### src/rtl/regfile_cmd_ctrl.sv
// regfile_cmd_ctrl: UART command-side initiator for the system register file.
// Decodes write frames (WR_CMD, addr, data) and read frames (RD_CMD, addr),
// strobes the register file, and returns read data as one byte on a
// valid/ready handshake toward the UART transmitter.
// Optional feature macro: RD_TIMEOUT_EN -- when defined, a read that gets no
// RdData_Valid within TIMEOUT_CYCLES cycles answers with ERR_BYTE instead of
// waiting forever.
module regfile_cmd_ctrl #(
  parameter int unsigned                ADDR_WIDTH     = 4,
  parameter int unsigned                DATA_WIDTH     = 8,
  parameter logic [DATA_WIDTH-1:0]      WR_CMD         = 8'hAA,
  parameter logic [DATA_WIDTH-1:0]      RD_CMD         = 8'hBB,
  parameter int unsigned                TIMEOUT_CYCLES = 8,
  parameter logic [DATA_WIDTH-1:0]      ERR_BYTE       = 8'hEE
) (
  input  logic                  CLK,
  input  logic                  RST,
  input  logic [DATA_WIDTH-1:0] RX_P_DATA,
  input  logic                  RX_D_VLD,
  input  logic [DATA_WIDTH-1:0] RdData,
  input  logic                  RdData_Valid,
  input  logic                  TX_READY,
  output logic                  WrEn,
  output logic                  RdEn,
  output logic [ADDR_WIDTH-1:0] Address,
  output logic [DATA_WIDTH-1:0] WrData,
  output logic [DATA_WIDTH-1:0] TX_P_DATA,
  output logic                  TX_D_VLD,
  output logic                  CTRL_BUSY
);

  typedef enum logic [2:0] {
    S_IDLE,
    S_WR_ADDR,
    S_WR_DATA,
    S_WR_STRB,
    S_RD_ADDR,
    S_RD_STRB,
    S_RD_WAIT,
    S_TX_SEND
  } state_t;

  state_t                state_q, state_d;
  logic                  wr_en_q, wr_en_d;
  logic                  rd_en_q, rd_en_d;
  logic [ADDR_WIDTH-1:0] addr_q, addr_d;
  logic [DATA_WIDTH-1:0] wr_data_q, wr_data_d;
  logic [DATA_WIDTH-1:0] tx_data_q, tx_data_d;
  logic                  tx_vld_q, tx_vld_d;
  logic                  busy_q, busy_d;

`ifdef RD_TIMEOUT_EN
  localparam int unsigned CNT_W = $clog2(TIMEOUT_CYCLES + 1);
  logic [CNT_W-1:0] cnt_q, cnt_d;
  logic             timeout_hit;

  // Watchdog counts cycles spent in RD_WAIT; it restarts from zero on every entry.
  always_comb begin
    cnt_d       = (state_q == S_RD_WAIT) ? cnt_q + CNT_W'(1) : '0;
    timeout_hit = (state_q == S_RD_WAIT) && (cnt_q == CNT_W'(TIMEOUT_CYCLES - 1));
  end
`else
  logic unused_timeout_cfg;
  assign unused_timeout_cfg = ^ERR_BYTE ^ (TIMEOUT_CYCLES != 0);
`endif

  // Next-state and next-output decode; strobes default low so each lasts one cycle.
  always_comb begin
    state_d   = state_q;
    wr_en_d   = 1'b0;
    rd_en_d   = 1'b0;
    addr_d    = addr_q;
    wr_data_d = wr_data_q;
    tx_data_d = tx_data_q;
    tx_vld_d  = tx_vld_q;

    case (state_q)
      S_IDLE: begin
        if (RX_D_VLD) begin
          if (RX_P_DATA == WR_CMD) begin
            state_d = S_WR_ADDR;
          end else if (RX_P_DATA == RD_CMD) begin
            state_d = S_RD_ADDR;
          end
        end
      end
      S_WR_ADDR: begin
        if (RX_D_VLD) begin
          addr_d  = RX_P_DATA[ADDR_WIDTH-1:0];
          state_d = S_WR_DATA;
        end
      end
      S_WR_DATA: begin
        if (RX_D_VLD) begin
          wr_data_d = RX_P_DATA;
          wr_en_d   = 1'b1;
          state_d   = S_WR_STRB;
        end
      end
      S_WR_STRB: begin
        state_d = S_IDLE;
      end
      S_RD_ADDR: begin
        if (RX_D_VLD) begin
          addr_d  = RX_P_DATA[ADDR_WIDTH-1:0];
          rd_en_d = 1'b1;
          state_d = S_RD_STRB;
        end
      end
      S_RD_STRB: begin
        state_d = S_RD_WAIT;
      end
      S_RD_WAIT: begin
        // Real data wins over a watchdog expiry in the same cycle.
        if (RdData_Valid) begin
          tx_data_d = RdData;
          tx_vld_d  = 1'b1;
          state_d   = S_TX_SEND;
        end
`ifdef RD_TIMEOUT_EN
        else if (timeout_hit) begin
          tx_data_d = ERR_BYTE;
          tx_vld_d  = 1'b1;
          state_d   = S_TX_SEND;
        end
`endif
      end
      S_TX_SEND: begin
        if (TX_READY) begin
          tx_vld_d = 1'b0;
          state_d  = S_IDLE;
        end
      end
      default: begin
        state_d = S_IDLE;
      end
    endcase

    busy_d = (state_d != S_IDLE);
  end

  // State and registered outputs; reset abandons any frame in progress.
  always_ff @(posedge CLK or posedge RST) begin
    if (RST) begin
      state_q   <= S_IDLE;
      wr_en_q   <= 1'b0;
      rd_en_q   <= 1'b0;
      addr_q    <= '0;
      wr_data_q <= '0;
      tx_data_q <= '0;
      tx_vld_q  <= 1'b0;
      busy_q    <= 1'b0;
`ifdef RD_TIMEOUT_EN
      cnt_q     <= '0;
`endif
    end else begin
      state_q   <= state_d;
      wr_en_q   <= wr_en_d;
      rd_en_q   <= rd_en_d;
      addr_q    <= addr_d;
      wr_data_q <= wr_data_d;
      tx_data_q <= tx_data_d;
      tx_vld_q  <= tx_vld_d;
      busy_q    <= busy_d;
`ifdef RD_TIMEOUT_EN
      cnt_q     <= cnt_d;
`endif
    end
  end

  assign WrEn      = wr_en_q;
  assign RdEn      = rd_en_q;
  assign Address   = addr_q;
  assign WrData    = wr_data_q;
  assign TX_P_DATA = tx_data_q;
  assign TX_D_VLD  = tx_vld_q;
  assign CTRL_BUSY = busy_q;

endmodule
### config.mk
export PLATFORM = sky130hd
export DESIGN_NAME = regfile_cmd_ctrl
export DESIGN_NICKNAME = d
export VERILOG_FILES = /design/src/rtl/regfile_cmd_ctrl.sv
export SDC_FILE = /design/constraint.sdc
export NUM_CORES = 1
export LEC_CHECK = 0
export CAP_MARGIN = 40
export CORE_MARGIN = 5
export CORE_UTILIZATION = 38
export DETAILED_ROUTE_END_ITERATION = 12
export GPL_TIMING_DRIVEN = 0
export PLACE_DENSITY_LB_ADDON = 0.08
export SYNTH_ARGS = -nofsm -noshare
export SYNTH_HDL_FRONTEND = slang
export SYNTH_SLANG_ARGS = --single-unit
### constraint.sdc
create_clock -name CLK -period 1.5 [get_ports CLK]
set_clock_uncertainty 0.15 [all_clocks]
set_input_delay 0.3 -clock CLK [delete_from_list [all_inputs] [get_ports CLK]]
set_output_delay 0.3 -clock CLK [all_outputs]
set_load 0.05 [all_outputs]
==> metrics.txt <==
status=finished with violations; violated checks=negative setup slack; Routed WL=2700 µm; DP HPWL=1880 µm; critical path type=reg2reg; worst endpoint required time=1570 ps; largest net degree at the start of global routing=17; die area=4190 µm²; initial antenna violation count=0; syn_nets=108; layout cells sized above 1=46.8%; Peak VDD IR=1130 µV; cells after synthesis=87; ys async rst share=100%; Rows=19; Sink Count=27; CP cell instances=buf_6, nor4bb_4, buf_6, mux2_4; max incr delay on CP=420 ps; global route overflow=0; first-pass GRT wire length=4490 µm; fmax=606 MHz; Final nets=163; Max FO, Critical Path=5; DRT Pass-1 Iters=4; final-layout fill cell count=244; diode count=0; die width=64.7 µm; TritonCTS clock tree=built; register area share after synthesis=59.3%; GRT Total Usage=13.6%; CP Capture Type=register; DRT iter0 DRCs=9; synthesized area per cell=13.1 µm²; DP Area=1650 µm²; PortBufs=44; Tmin final=1650 ps; Clock Path Buffers=2; Synth area leaders=dfrtp_1, mux2_2, a31oi_1; area of the multi-input gates=524 µm²; CP max-delay cell=dfrtp_1; cell taking the most area after synthesis=dfrtp_1; routability congestion estimate=0.837; top_reg_cell synth=dfrtp_1; RSZ-0062 raised after global routing=true; most common cell type on the critical path=buf_6; Least-Margin Pin Slew=564 ps; clk root buf=clkbuf_4; Synth Cell Area=1140 µm²; max-cap violations=0; fin crit share=110%; Static Leak=0.853 nW; Power Dens Cells=2000 nW/µm²; count leader, synth=dfrtp_1; Hold Crit Class=in2async; die height=64.7 µm; Vias=873; Slew Limit Headroom=62.3%; Starting Density=40.6%; Area growth, synth to finish=50.8%; Clock Pin Slew Worst Setup and Hold Paths=150 ps; # H-tree levels=1; sequential cell area=676 µm²; Final WS setup=-151 ps; final hold viol count=0; Top-Level Pins=45; Yosys top cell area share=59.3%; Final setup viols=13; EDFF count, synth=0; ANT nets after route=0; final instance area=1720 µm²; Routed wire per std cell=15.7 µm; TNS Setup=-1370 ps; # DRC=0; CP startpoint kind=register; top post-synthesis cells by count=dfrtp_1, mux2_2, nand2_1, nor2_1; vias in the first global route=980; fin. max-slew vios=0; Avg Vias per Cell=5.08; Synth cell types=24; hold_buf cts=0; Place WS=-542 ps; number of buffers created by CTS=3; Synth warnings=0; core area=2810 µm²; count of state elements after synthesis=27; Worst-Skew Late Latency=330 ps; Worst EP arrival=1720 ps
==> per-stage QoR <==
step / util, % / hold WS (ps) / total power [W] / std cells
finish: 61.2 / 155 / 0.00343 / 172
global route: 61.2 / 188 / 0.00362 / 172
CTS: 60.4 / 166 / 0.00342 / 172
detailed placement: 58.9 / 345 / 0.00298 / 163
global placement: 57.9 / 334 / 0.00295 / 162
floorplan: - / 203 / 0.00236 / 87
==> worst max-delay path, delay by kind of cell (launching register included) <==
kind / cells / cell delay [ps]
flip-flops: 1 / 420
AND/OR/NAND/NOR: 1 / 340
buffers and inverters: 2 / 330
multiplexers: 1 / 300
==> state kept, by name, indices dropped and copies added, names as in the netlist <==
| signal | flops |
|---|---|
| Address | 4 |
| CTRL_BUSY | 1 |
| RdEn | 1 |
| TX_D_VLD | 1 |
| TX_P_DATA | 8 |
| WrData | 8 |
| WrEn | 1 |
| state_q | 3 |
==> worst paths after layout <==
check                             start            to  cells past startpoint  slack, ps
max                          state_q[0]     WrData[2]                      4       -150
min                                 RST          WrEn                      2        160
max reg2reg                  state_q[0]     WrData[2]                      4       -150
min reg2reg                TX_P_DATA[1]  TX_P_DATA[1]                      1        370
max in group asynchronous           RST    Address[2]                      3        570
min in group CLK               RX_D_VLD          RdEn                      2        330
==> final cells by class <==
cell class / instances / area share [%]
Buffer: 4 / 2.19
Clock buffer: 3 / 1.31
Clock inverter: 1 / 0.437
Multi-Input combinational cell: 53 / 30.5
Tap cell: 31 / 2.26
Sequential cell: 27 / 39.4
Inverter: 3 / 0.802
Timing Repair Buffer: 50 / 23.1
==> power breakdown <==
group / switching (W) / internal, W / total [W]
clock: 0.000217 / 0.000102 / 0.000319
combinational: 0.00125 / 0.000769 / 0.00202
sequential: 0.000118 / 0.000971 / 0.00109
total: 0.00159 / 0.00184 / 0.00343
==> repair_timing <==
item,CTS,global route
pin swaps,3,4
gates cloned,1,0
endpoints found under the setup margin,45,22
setup buffers,4,0
resized for setup,144,5
==> routing by layer <==
layer | track usage [%] | wire, µm | part of all wire (%)
met1 | 16.2 | 1170 | 43
met2 | 23.1 | 1340 | 50
met3 | 3.28 | 150 | 5.6
met4 | 6.60 | 32 | 1.2
met5 | 0 | 0 | 0
==> cells by family after synthesis <==
kind of cell	count (synthesis)	synth area share (%)
xor+xnor	1	0.769
compound gates	10	5.38
simple gates	21	10.9
mux	21	20.7
buf+inv	7	2.97
flops	27	59.3
==> cells in the final DEF (no fill, tap or decap), types with 2 or more instances in the layout <==
| cell | Yosys | routed |
|---|---|---|
| mux2_2 | 20 | 7 |
| clkbuf_4 | 0 | 4 |
| nor2_1 | 4 | 4 |
| mux2_4 | 0 | 13 |
| a31oi_1 | 3 | 2 |
| o21ai_0 | 3 | 3 |
| or3_1 | 2 | 2 |
| buf_2 | 3 | 24 |
| nand2b_1 | 2 | 2 |
| nand2_1 | 4 | 3 |
| inv_1 | 3 | 2 |
| buf_4 | 1 | 5 |
| dfrtp_1 | 27 | 27 |
| buf_6 | 0 | 2 |
| nand3_1 | 2 | 2 |
| clkdlybuf4s50_1 | 0 | 19 |
Power figures use the tool's default switching activity.
